## src/rtl/alu181_wide_serial.sv

```systemverilog
// Slice-serial 74181-style ALU: WIDTH-bit operands, SLICE bits per clock.
// Valid/ready on both sides; result and flags update only on entry to DONE.
module alu181_wide_serial #(
  parameter int WIDTH = 16,
  parameter int SLICE = 4
) (
  input  logic             clk,
  input  logic             rst_n,
  input  logic             in_valid,
  output logic             in_ready,
  input  logic [3:0]       s,
  input  logic             m,
  input  logic             cn,
  input  logic [WIDTH-1:0] a,
  input  logic [WIDTH-1:0] b,
  output logic             out_valid,
  input  logic             out_ready,
  output logic [WIDTH-1:0] y,
  output logic             cout_n,
  output logic             zero,
  output logic             ovf
);

  localparam int NSL = WIDTH / SLICE;
  localparam int IW  = (NSL > 1) ? $clog2(NSL) : 1;
  localparam logic [IW-1:0] LAST_IDX = IW'(NSL - 1);

  typedef enum logic [1:0] {
    IDLE,
    RUN,
    DONE
  } state_t;

  state_t state;
  state_t state_d;

  logic [WIDTH-1:0] a_r;
  logic [WIDTH-1:0] b_r;
  logic [WIDTH-1:0] shadow;
  logic [3:0]       s_r;
  logic             m_r;
  logic             cy;
  logic [IW-1:0]    idx;

  logic [SLICE-1:0] a_lo;
  logic [SLICE-1:0] b_lo;
  logic [SLICE-1:0] xs;
  logic [SLICE-1:0] ys;
  logic [SLICE-1:0] fs;
  logic [SLICE:0]   sum;
  logic             c_msb;
  logic             last;
  logic             accept;

  logic [WIDTH+SLICE-1:0] cat;
  logic [WIDTH-1:0]       shadow_nx;

  // Operands shift right each RUN cycle, so the active slice is always the low one
  assign a_lo = a_r[SLICE-1:0];
  assign b_lo = b_r[SLICE-1:0];

  always_comb begin
    xs = a_lo
       | (b_lo & {SLICE{s_r[0]}})
       | (~b_lo & {SLICE{s_r[1]}});
    ys = (a_lo & ~b_lo & {SLICE{s_r[2]}})
       | (a_lo & b_lo & {SLICE{s_r[3]}});
    sum = {1'b0, xs} + {1'b0, ys}
        + {{SLICE{1'b0}}, cy};
    c_msb = xs[SLICE-1] ^ ys[SLICE-1]
          ^ sum[SLICE-1];
    fs = m_r ? ~(xs ^ ys) : sum[SLICE-1:0];
    cat = {fs, shadow};
    shadow_nx = cat[WIDTH+SLICE-1:SLICE];
  end

  assign last   = (idx == LAST_IDX);
  assign accept = in_valid & in_ready;

  always_comb begin
    state_d   = state;
    in_ready  = 1'b0;
    out_valid = 1'b0;
    unique case (state)
      IDLE: begin
        in_ready = 1'b1;
        if (in_valid) state_d = RUN;
      end
      RUN: begin
        if (last) state_d = DONE;
      end
      DONE: begin
        out_valid = 1'b1;
        in_ready  = out_ready;
        if (out_ready) begin
          state_d = in_valid ? RUN : IDLE;
        end
      end
      default: state_d = IDLE;
    endcase
  end

  always_ff @(posedge clk or negedge rst_n) begin
    if (!rst_n) state <= IDLE;
    else        state <= state_d;
  end

  always_ff @(posedge clk or negedge rst_n) begin
    if (!rst_n) begin
      a_r    <= '0;
      b_r    <= '0;
      s_r    <= '0;
      m_r    <= 1'b0;
      cy     <= 1'b0;
      idx    <= '0;
      shadow <= '0;
      y      <= '0;
      cout_n <= 1'b1;
      zero   <= 1'b1;
      ovf    <= 1'b0;
    end else if (accept) begin
      a_r <= a;
      b_r <= b;
      s_r <= s;
      m_r <= m;
      cy  <= ~cn;
      idx <= '0;
    end else if (state == RUN) begin
      a_r    <= a_r >> SLICE;
      b_r    <= b_r >> SLICE;
      shadow <= shadow_nx;
      cy     <= sum[SLICE];
      idx    <= idx + 1'b1;
      if (last) begin
        y      <= shadow_nx;
        zero   <= (shadow_nx == '0);
        cout_n <= m_r ? 1'b1 : ~sum[SLICE];
        ovf    <= m_r ? 1'b0 : (c_msb ^ sum[SLICE]);
      end
    end
  end

endmodule

```

## config.mk

```make
export PLATFORM = sky130hd
export DESIGN_NAME = alu181_wide_serial
export DESIGN_NICKNAME = d
export VERILOG_FILES = /design/src/rtl/alu181_wide_serial.sv
export SDC_FILE = /design/constraint.sdc
export NUM_CORES = 1
export LEC_CHECK = 0
export ABC_AREA = 1
export CAP_MARGIN = 20
export CORE_MARGIN = 8
export CORE_UTILIZATION = 40
export DETAILED_ROUTE_END_ITERATION = 12
export HOLD_SLACK_MARGIN = 0.12
export PLACE_DENSITY_LB_ADDON = 0.05
export SETUP_SLACK_MARGIN = 0.4
export SYNTH_ARGS = -nofsm -noshare
export SYNTH_HDL_FRONTEND = slang
export SYNTH_SLANG_ARGS = --single-unit
```

## constraint.sdc

```tcl
create_clock -name clk -period 4.6 [get_ports clk]
set_input_delay 0.92 -clock clk [delete_from_list [all_inputs] [get_ports clk]]
set_output_delay 0.92 -clock clk [all_outputs]
set_load 0.005 [all_outputs]
```

# Word level (Yosys, flattened, before mapping)
# Cells that the tools add are included.
[classes] add_sub_neg=3 eq_ne=6 n_mux=18 shifts=0 mul=0 n_reduce_logical=6 n_bitwise=19 div=0 magnitude_cmp=0
[op_table] op="$mux 16" n=4
[op_table] op="$and 4x4->4" n=6
[op_table] op="$logic_not 16->1" n=1
[op_table] op="$or 4x4->4" n=3
[op_table] op="$mux 2" n=5
[op_table] op="$not 4->4" n=2
[op_table] op="$mux 1" n=6
[op_table] op="$ne 2x2->1 const B" n=3
[op_table] op="$pmux 2 s3" n=1
[op_table] op="$reduce_and 3->1" n=2
[op_table] op="$add 4x4->5" n=1
[op_table] op="$add 5x1->5" n=1
[op_table] op="$eq 2x2->1 const B" n=2
[op_table] op="$mux 4" n=1
[op_table] op="$xor 4x4->4" n=1
[op_table] op="$not 1->1" n=3
[op_table] op="$xor 1x1->1" n=3
[op_table] op="$add 2x1->2 const B" n=1
[op_table] op="$eq 2x1->1 const B" n=1
[op_table] op="$logic_not 2->1" n=1
[op_table] op="$pmux 1 s2" n=1
[op_table] op="$reduce_and 2->1" n=1
[op_table] op="$reduce_bool 2->1" n=1
[op_table] op="$and 1x1->1" n=1
[word_totals] output_inout_bits=21 romBits=0 latch_bits=0 ramBits=0 memories=0 register_bits=77 elab_cells=64

# Logic depth before layout (Yosys ltp)
# Gate-level depths: netlist of the first run.
[depth] ltp_word=9 mapped_depth=15 ltp_nobuf=15

# Least setup slack after synthesis of the first run
# OpenSTA, ideal clock, no wires.
[synth_timing] path_kind="register to register" from="register b_r[0]" to="register zero" path_slack_ns=2.483 setup_time_ns=0.060 n_path_buf=0 arrival_ns=2.057 path_stages_with_launch=13 cell_sequence="dfrtp_1 > inv_1 > nor2_1 > nor3_1 > inv_1 > fa_1 > inv_1 > fa_1 > o21ai_0 > nand3_1 > nor2_1 > nand2_1 > nand2_1"
[synth_via] elab_chain_len=8 elab_cells_between_ends=16
[synth_lines] element="start, declared" line_no="38" text="logic [WIDTH-1:0] b_r;"
[synth_lines] element="start signal, assigned" line_no="130" text="b_r <= b_r >> SLICE;"
[synth_lines] element="$not 4->4" line_no="65, 66"
[synth_lines] element="$and 4x4->4 (2 in a row)" line_no="66" text="ys = (a_lo & ~b_lo & {SLICE{s_r[2]}})"
[synth_lines] element="$or 4x4->4" line_no="67" text="| (a_lo & b_lo & {SLICE{s_r[3]}});"
[synth_lines] element="$add 4x4->5 or $xor 4x4->4 (tied branches)" line_no="68, 72"
[synth_lines] element="$add 5x1->5 or $not 4->4 (tied branches)" line_no="69, 72"
[synth_lines] element="$mux 4 *" line_no="72" text="fs = m_r ? ~(xs ^ ys) : sum[SLICE-1:0];"
[synth_lines] element="$logic_not 16->1 *" line_no="136" text="zero <= (shadow_nx == '0);"
[synth_lines] element="end signal, assigned" line_no="136"
[synth_lines] element="end, declared" line_no="20" text="output logic zero,"
# Mark *: on every way between the ends. The rest lies on a longest branch, timed or not.
# A chain may end at the register's enable or synchronous reset.

# Final worst setup path of the first run
[layout_timing] from="input out_ready" to="output in_ready"
[layout_via] elab_chain_len=1
[layout_lines] element="start, declared" line_no="17" text="input logic out_ready,"
[layout_lines] element="$pmux 1 s2" line_no="84" text="unique case (state)"
[layout_lines] element="end, declared" line_no="10" text="output logic in_ready,"
# No other way between the ends.

==> impl_metrics.csv, run 1 <==
group,metric,value,unit
outcome,outcome,"complete, no violations",
critical_path,cp_top_family,"buffers and inverters",
clock_network,ctsHoldBuffers,0,
critical_path,crit_top_cell,"clkdlybuf4s50_1",
timing,hold_viol,0,
global_routing,grt_pass1_wl,13000,um
critical_path,critical_path_class,"primary input to output port",
route,dr_total_vias,2614,
route,dr.pass1.iters,4,
critical_path,r2r-start,"s_r[2]",
timing,min_period,2.98,ns
timing,max-slew-margin-rel,0.390,
place,place_area,3990,sq um
critical_path,reg2reg_slack,2.06,ns
synthesis,ys_ff_latch,73,
die,die_h,107,um
cells_and_area,final-instance-count-excl-fill,543,
synthesis,postSynthAreaPerCell,8.94,sq um
hold_path,min_delay_worst_endpoint,"zero",
die,start_util,0.410,
critical_path,end_kind,"output port",
critical_path,critical_path.n_buffers_inverters,3,
critical_path,r2r-end,"zero",
timing,max_freq,335,MHz
critical_path,critPathMaxStageDelay,0.52,ns
critical_path,required,3.68,ns
clock_network,tritoncts,"done",
place,dp_slack,1.62,ns
global_routing,antenna_found_initial,0,
die,coreArea,8130,sq um
clock_network,cts-root-buf,"clkbuf_8",
cells_and_area,utilization,0.512,
synthesis,ys_types,32,
hold_path,worstHoldStart,"zero",
cells_and_area,areaGrowthSynthToFinish,24.9,%
synthesis,yosysSeqAreaShare,0.549,
critical_path,path_cells,"clkdlybuf4s50_1 -> inv_1 -> a21oi_1 -> clkdlybuf4s50_1",
die,die-area,11500,sq um
clock_network,cts_buffers,9,
place,dp.cells,527,
clock_network,cts.sinks,73,
timing,period_share,0.649,
route,route.detailed.drc,0,
critical_path,start_kind,"primary input",
route,wl,7600,um
critical_path,critPathSlowestCell,"clkdlybuf4s50_1",
hold_path,whs_path_depth,2,
critical_path,cp_max_fo,3,
cells_and_area,register_area,1830,sq um
critical_path,r2r_cells,11,
cells_and_area,drive_gt1_frac,0.0799,
timing,whs,0.466,ns
route,viasPerCell,4.81,
cells_and_area,finalNetCount,482,
timing,fin_ws,1.62,ns
place,routabilityCongestion,0.765,
cells_and_area,antenna_cells,0,
synthesis,syn-num-nets,422,
run,maxCapViolCount,0,
global_routing,grt_pass1_vias,2755,
global_routing,grt_use_total,0.141,
synthesis,syn_area,3330,sq um
timing,clock_skew,0.00510,ns
critical_path,cp.depth,4,
route,drt-initial-drc-count,98,
clock_network,clockBufferDepth,2,
clock_network,clock_latency,0.34,ns
synthesis,yosys_warnings,0,
clock_network,cts_resized,0,
global_routing,overflow,0,
die,io_pins,63,
cells_and_area,multi_input_area,1220,sq um
die,die_w,107,um
clock_network,clkSlewWorstSetupHoldPaths,0.07,ns
die,core.rowCount,33,
clock_network,post_cts_buffers,0,
pwr,power,2.90,mW
timing,finalSetupTns,0,ns
hold_path,hold_path_class,"flop to flop",
pwr,ir_drop,0.276,mV
timing,maxSlewViolCount,0,
clock_network,htreeDepth,3,
cells_and_area,num-fill-cells,771,
timing,worst_slew_pin_slew,0.915,ns
cells_and_area,final_area,4160,sq um
place,hpwl,5150,um
route,post_drt_wl_per_cell,14.0,um
timing,setup_viol,0,
place,port_buffers,62,
pwr,power_density,697,nW/um^2
synthesis,synthCells,373,
timing,rsz0062_at_grt,"false",
global_routing,grt_start_max_net_pins,42,
critical_path,crit_arrival,2.06,ns
pwr,cellLeakagePower,1.96,nW
route,drtAntennaViolNets,0,
-- tightest hold or removal path, delay by kind of cell, from the launching register on --
| kind | cells | cell delay [ns] |
|---|---|---|
| simple gates | 2 | 0.10 |
| flops | 1 | 0.37 |
-- synth_stat cells, drive strengths merged --
cell / n / area share
nand2: 128 / 0.15
inv: 46 / 0.053
a22oi: 1 / 0.0023
dfstp: 2 / 0.016
dfrtp: 71 / 0.53
clkinv: 1 / 0.0015
nor3: 1 / 0.0015
o21a: 1 / 0.0023
o211ai: 12 / 0.027
nor2: 16 / 0.021
a2bb2oi: 1 / 0.0026
a21oi: 10 / 0.015
fa: 2 / 0.012
buf: 13 / 0.029
a22o: 4 / 0.011
o21ai: 35 / 0.062
nand3: 13 / 0.021
ha: 5 / 0.019
nand4: 1 / 0.0019
o221ai: 8 / 0.021
a31oi: 1 / 0.0019
clkbuf: 1 / 0.0011
-- report_power, final --
| part | switching (mW) | internal, mW | leakage (nW) |
|---|---|---|---|
| logic | 0.811 | 0.527 | 0.955 |
| clock network | 0.229 | 0.226 | 0.0867 |
| registers | 0.177 | 0.935 | 0.917 |
| total | 1.22 | 1.69 | 1.96 |
-- sequential cells by signal (all words and copies together), names as in the netlist --
name / cells
a_r: 16
b_r: 16
y: 16
shadow: 12
s_r: 4
idx: 2
state: 2
cout_n: 1
cy: 1
m_r: 1
ovf: 1
zero: 1
-- worst max path at each step --
stage	endpoint	slack (ns)	startpoint
6_report	in_ready	1.62	out_ready
4_1_cts	in_ready	1.61	out_ready
3_3_place_gp	in_ready	1.63	out_ready
3_5_place_dp	in_ready	1.62	out_ready
5_1_grt	in_ready	1.57	out_ready
2_1_floorplan	zero	2.48	b_r[0]
-- layer usage --
metal  vias up  part of all wire  global-route usage
met1      1228              0.50               0.191
met2        53              0.43               0.210
met4         0             0.020              0.0623
met3        13             0.051              0.0335
met5         -                 0                   0
li1       1320                 -                   -
-- cells by family after synthesis --
| family | count (synthesis) | share of synthesized area |
|---|---|---|
| simple gates | 159 | 0.192 |
| compound gates | 73 | 0.144 |
| flops | 73 | 0.549 |
| buf+inv | 61 | 0.0840 |
| fa+ha+maj | 7 | 0.0308 |
-- layout by cell type, fill, tap and decap left out, types with 2 or more instances in the layout --
master and count:
nand2_1 126, dfrtp_1 71, clkdlybuf4s50_1 61, inv_1 42
o21ai_0 26, nor2_1 14, o211ai_1 12, nand3_1 12
clkbuf_8 11, a21oi_1 10, o21ai_2 8, o221ai_1 8
ha_1 5, a22o_1 4, inv_2 3, clkbuf_1 3
clkinv_2 2, fa_1 2, dfstp_2 2
-- layout make-up --
type | count | area share
inverter | 47 | 0.0433
sequential | 73 | 0.439
timing repair buffer | 63 | 0.150
clock buffer | 14 | 0.0391
tap | 105 | 0.0316
multi-input combinational | 239 | 0.294
clock inverter | 2 | 0.00300
(Power assumes the default switching activity.)
==> inputs of run 2 (changes only) <==
- clock period: 4.6 -> 2.48 ns (I/O delays scaled with it)
==> run 2 against run 1 <==
Clock power up 100%. Critical path type is now flop to flop. Critical path depth rose by 8. Largest power group unchanged. Critical endpoint is now zero. Sequential share of layout area shrank 1.5 points. Clock-buffer cell count shrank 5. Clock skew rose by 0.00091 ns. Utilization up 1.8 points. Non-clock buffer count rose by 8.
==> impl_metrics.csv, run 2 (synthesis results as in run 1) <==
group,metric,value,unit
outcome,outcome,"complete, no violations",
route,drt-initial-drc-count,95,
cells_and_area,final-instance-count-excl-fill,551,
pwr,cellLeakagePower,2.02,nW
pwr,seqPwrFrac,0.361,
critical_path,crit_arrival,2.52,ns
timing,rsz0062_at_grt,"true",
timing,worst_slew_pin_slew,0.474,ns
place,port_buffers,62,
pwr,power_density,1330,nW/um^2
timing,maxSlewViolCount,0,
clock_network,clockBufferDepth,2,
clock_network,htreeDepth,3,
global_routing,antenna_found_initial,0,
clock_network,ctsHoldBuffers,0,
route,top_layer,"met4",
global_routing,grt_use_total,0.143,
die,die_h,107,um
route,route.detailed.drc,0,
global_routing,overflow,0,
route,drtAntennaViolNets,0,
timing,max_freq,449,MHz
cells_and_area,num-fill-cells,757,
clock_network,clock_latency,0.35,ns
pwr,p_sw_frac,0.421,
die,start_util,0.410,
critical_path,end_kind,"flop",
cells_and_area,areaGrowthSynthToFinish,29.3,%
global_routing,grt_start_max_net_pins,74,
place,dp.cells,532,
timing,hold_viol,0,
die,die_w,107,um
critical_path,reg2reg_slack,0.25,ns
die,die-area,11500,sq um
timing,max-slew-margin-rel,0.681,
timing,whs,0.169,ns
route,met3RoutedLength,449,um
timing,clock_skew,0.00601,ns
clock_network,cts-root-buf,"clkbuf_8",
critical_path,required,2.77,ns
cells_and_area,top_regs,"a_r x16, b_r x16, y x16",
clock_network,cts.sinks,73,
cells_and_area,finalNetCount,490,
critical_path,start_kind,"flop",
hold_path,hold_path_class,"primary input to async pin",
critical_path,critical_path_class,"flop to flop",
cells_and_area,final_area,4310,sq um
die,core.rowCount,33,
clock_network,cts_buffers,9,
clock_network,clkSlewWorstSetupHoldPaths,0.08,ns
place,hpwl,5430,um
route,post_drt_wl_per_cell,14.1,um
cells_and_area,antenna_cells,0,
clock_network,tritoncts,"done",
pwr,pwr-share-comb,0.479,
cells_and_area,drive_gt1_frac,0.148,
route,met2_length,3340,um
cells_and_area,layout_commonest_cell,"nand2_1",
global_routing,grt_pass1_vias,2764,
die,coreArea,8130,sq um
route,dr_total_vias,2665,
timing,setup_viol,0,
place,place_area,4050,sq um
pwr,intPower,3.32,mW
route,m1WireLength,3820,um
pwr,ir_drop,0.457,mV
die,io_pins,63,
timing,min_period,2.23,ns
timing,finalSetupTns,0,ns
run,maxCapViolCount,0,
critical_path,r2r_cells,12,
pwr,p_sw,2.42,mW
route,wl,7750,um
place,routabilityCongestion,0.822,
cells_and_area,final_cell_mix,"nand2_1, dfrtp_1, clkdlybuf4s50_1, inv_1, o21ai_0",
pwr,p_clk_frac,0.161,
timing,period_share,0.898,
route,dr.pass1.iters,4,
route,viasPerCell,4.84,
critical_path,cp_max_fo,4,
global_routing,grt_pass1_wl,13200,um
## run 2: cell types whose count changed in the layout (fill, tap and decap cells not counted), moves of 3 or more
| cell | delta |
|---|---|
| clkbuf_1 | -3 |
| nand2_2 | +5 |
| nand2_1 | -5 |
| inv_2 | +6 |
| inv_1 | -6 |
| buf_4 | +6 |
## run 2: path summary, 6_finish.rpt
check,startpoint,to
hold / removal,rst_n,a_r[12]
setup reg to reg,b_r[0],zero
hold reg to reg,ovf,ovf
max in group asynchronous,rst_n,cout_n
setup / recovery,b_r[0],zero
min in group clk,ovf,ovf
## run 2: area by class of cell
class	instances	area [sq um]	area share
clock inverter	7	70.1	0.0162
timing repair buffer	71	707	0.164
sequential	73	1830	0.424
clock buffer	9	124	0.0287
inverter	47	180	0.0418
tap	105	131	0.0305
multi-input combinational	239	1270	0.295
## run 2: power by group through the flow
| stage | combinational, mW | sequential [mW] | clock (mW) |
|---|---|---|---|
| final | 2.75 | 2.07 | 0.923 |
| after global routing | 3.12 | 2.13 | 1.00 |
| after CTS | 2.64 | 2.07 | 0.951 |
| after detailed placement | 2.59 | 2.08 | 0 |
| after global placement | 2.55 | 2.07 | 0 |
| after floorplan | 1.80 | 2.01 | 0 |
## run 2: worst max-delay path, stage by stage, from the launching register on
cell,delay [ns]
dfrtp_1,0.42
inv_2,0.08
nor2_2,0.04
nor3_2,0.21
inv_1,0.08
fa_2,0.33
inv_2,0.07
fa_2,0.43
o21ai_2,0.19
nand3_1,0.10
nor2_1,0.12
nand2_1,0.05
nand2_1,0.05
## run 2: routing by layer
| layer | vias up | track usage |
|---|---|---|
| met2 | 67 | 0.210 |
| met4 | 0 | 0.0663 |
| li1 | 1336 | - |
| met3 | 11 | 0.0353 |
| met5 | - | 0 |
| met1 | 1251 | 0.195 |
## run 2: what timing repair did
action,in CTS,in global routing
setup buffers,1,2
setup endpoints to repair,5,9
resized for setup,3,18
pin swaps,1,10
gates cloned,0,0
## run 2: through the flow
step	total power, mW	setup WS, ns	utilization
finish	5.74	0.253	0.530
global route	6.26	0.0940	0.530
CTS	5.66	0.322	0.524
detailed placement	4.68	0.205	0.498
global placement	4.63	0.277	0.498
floorplan	3.81	0.427	-
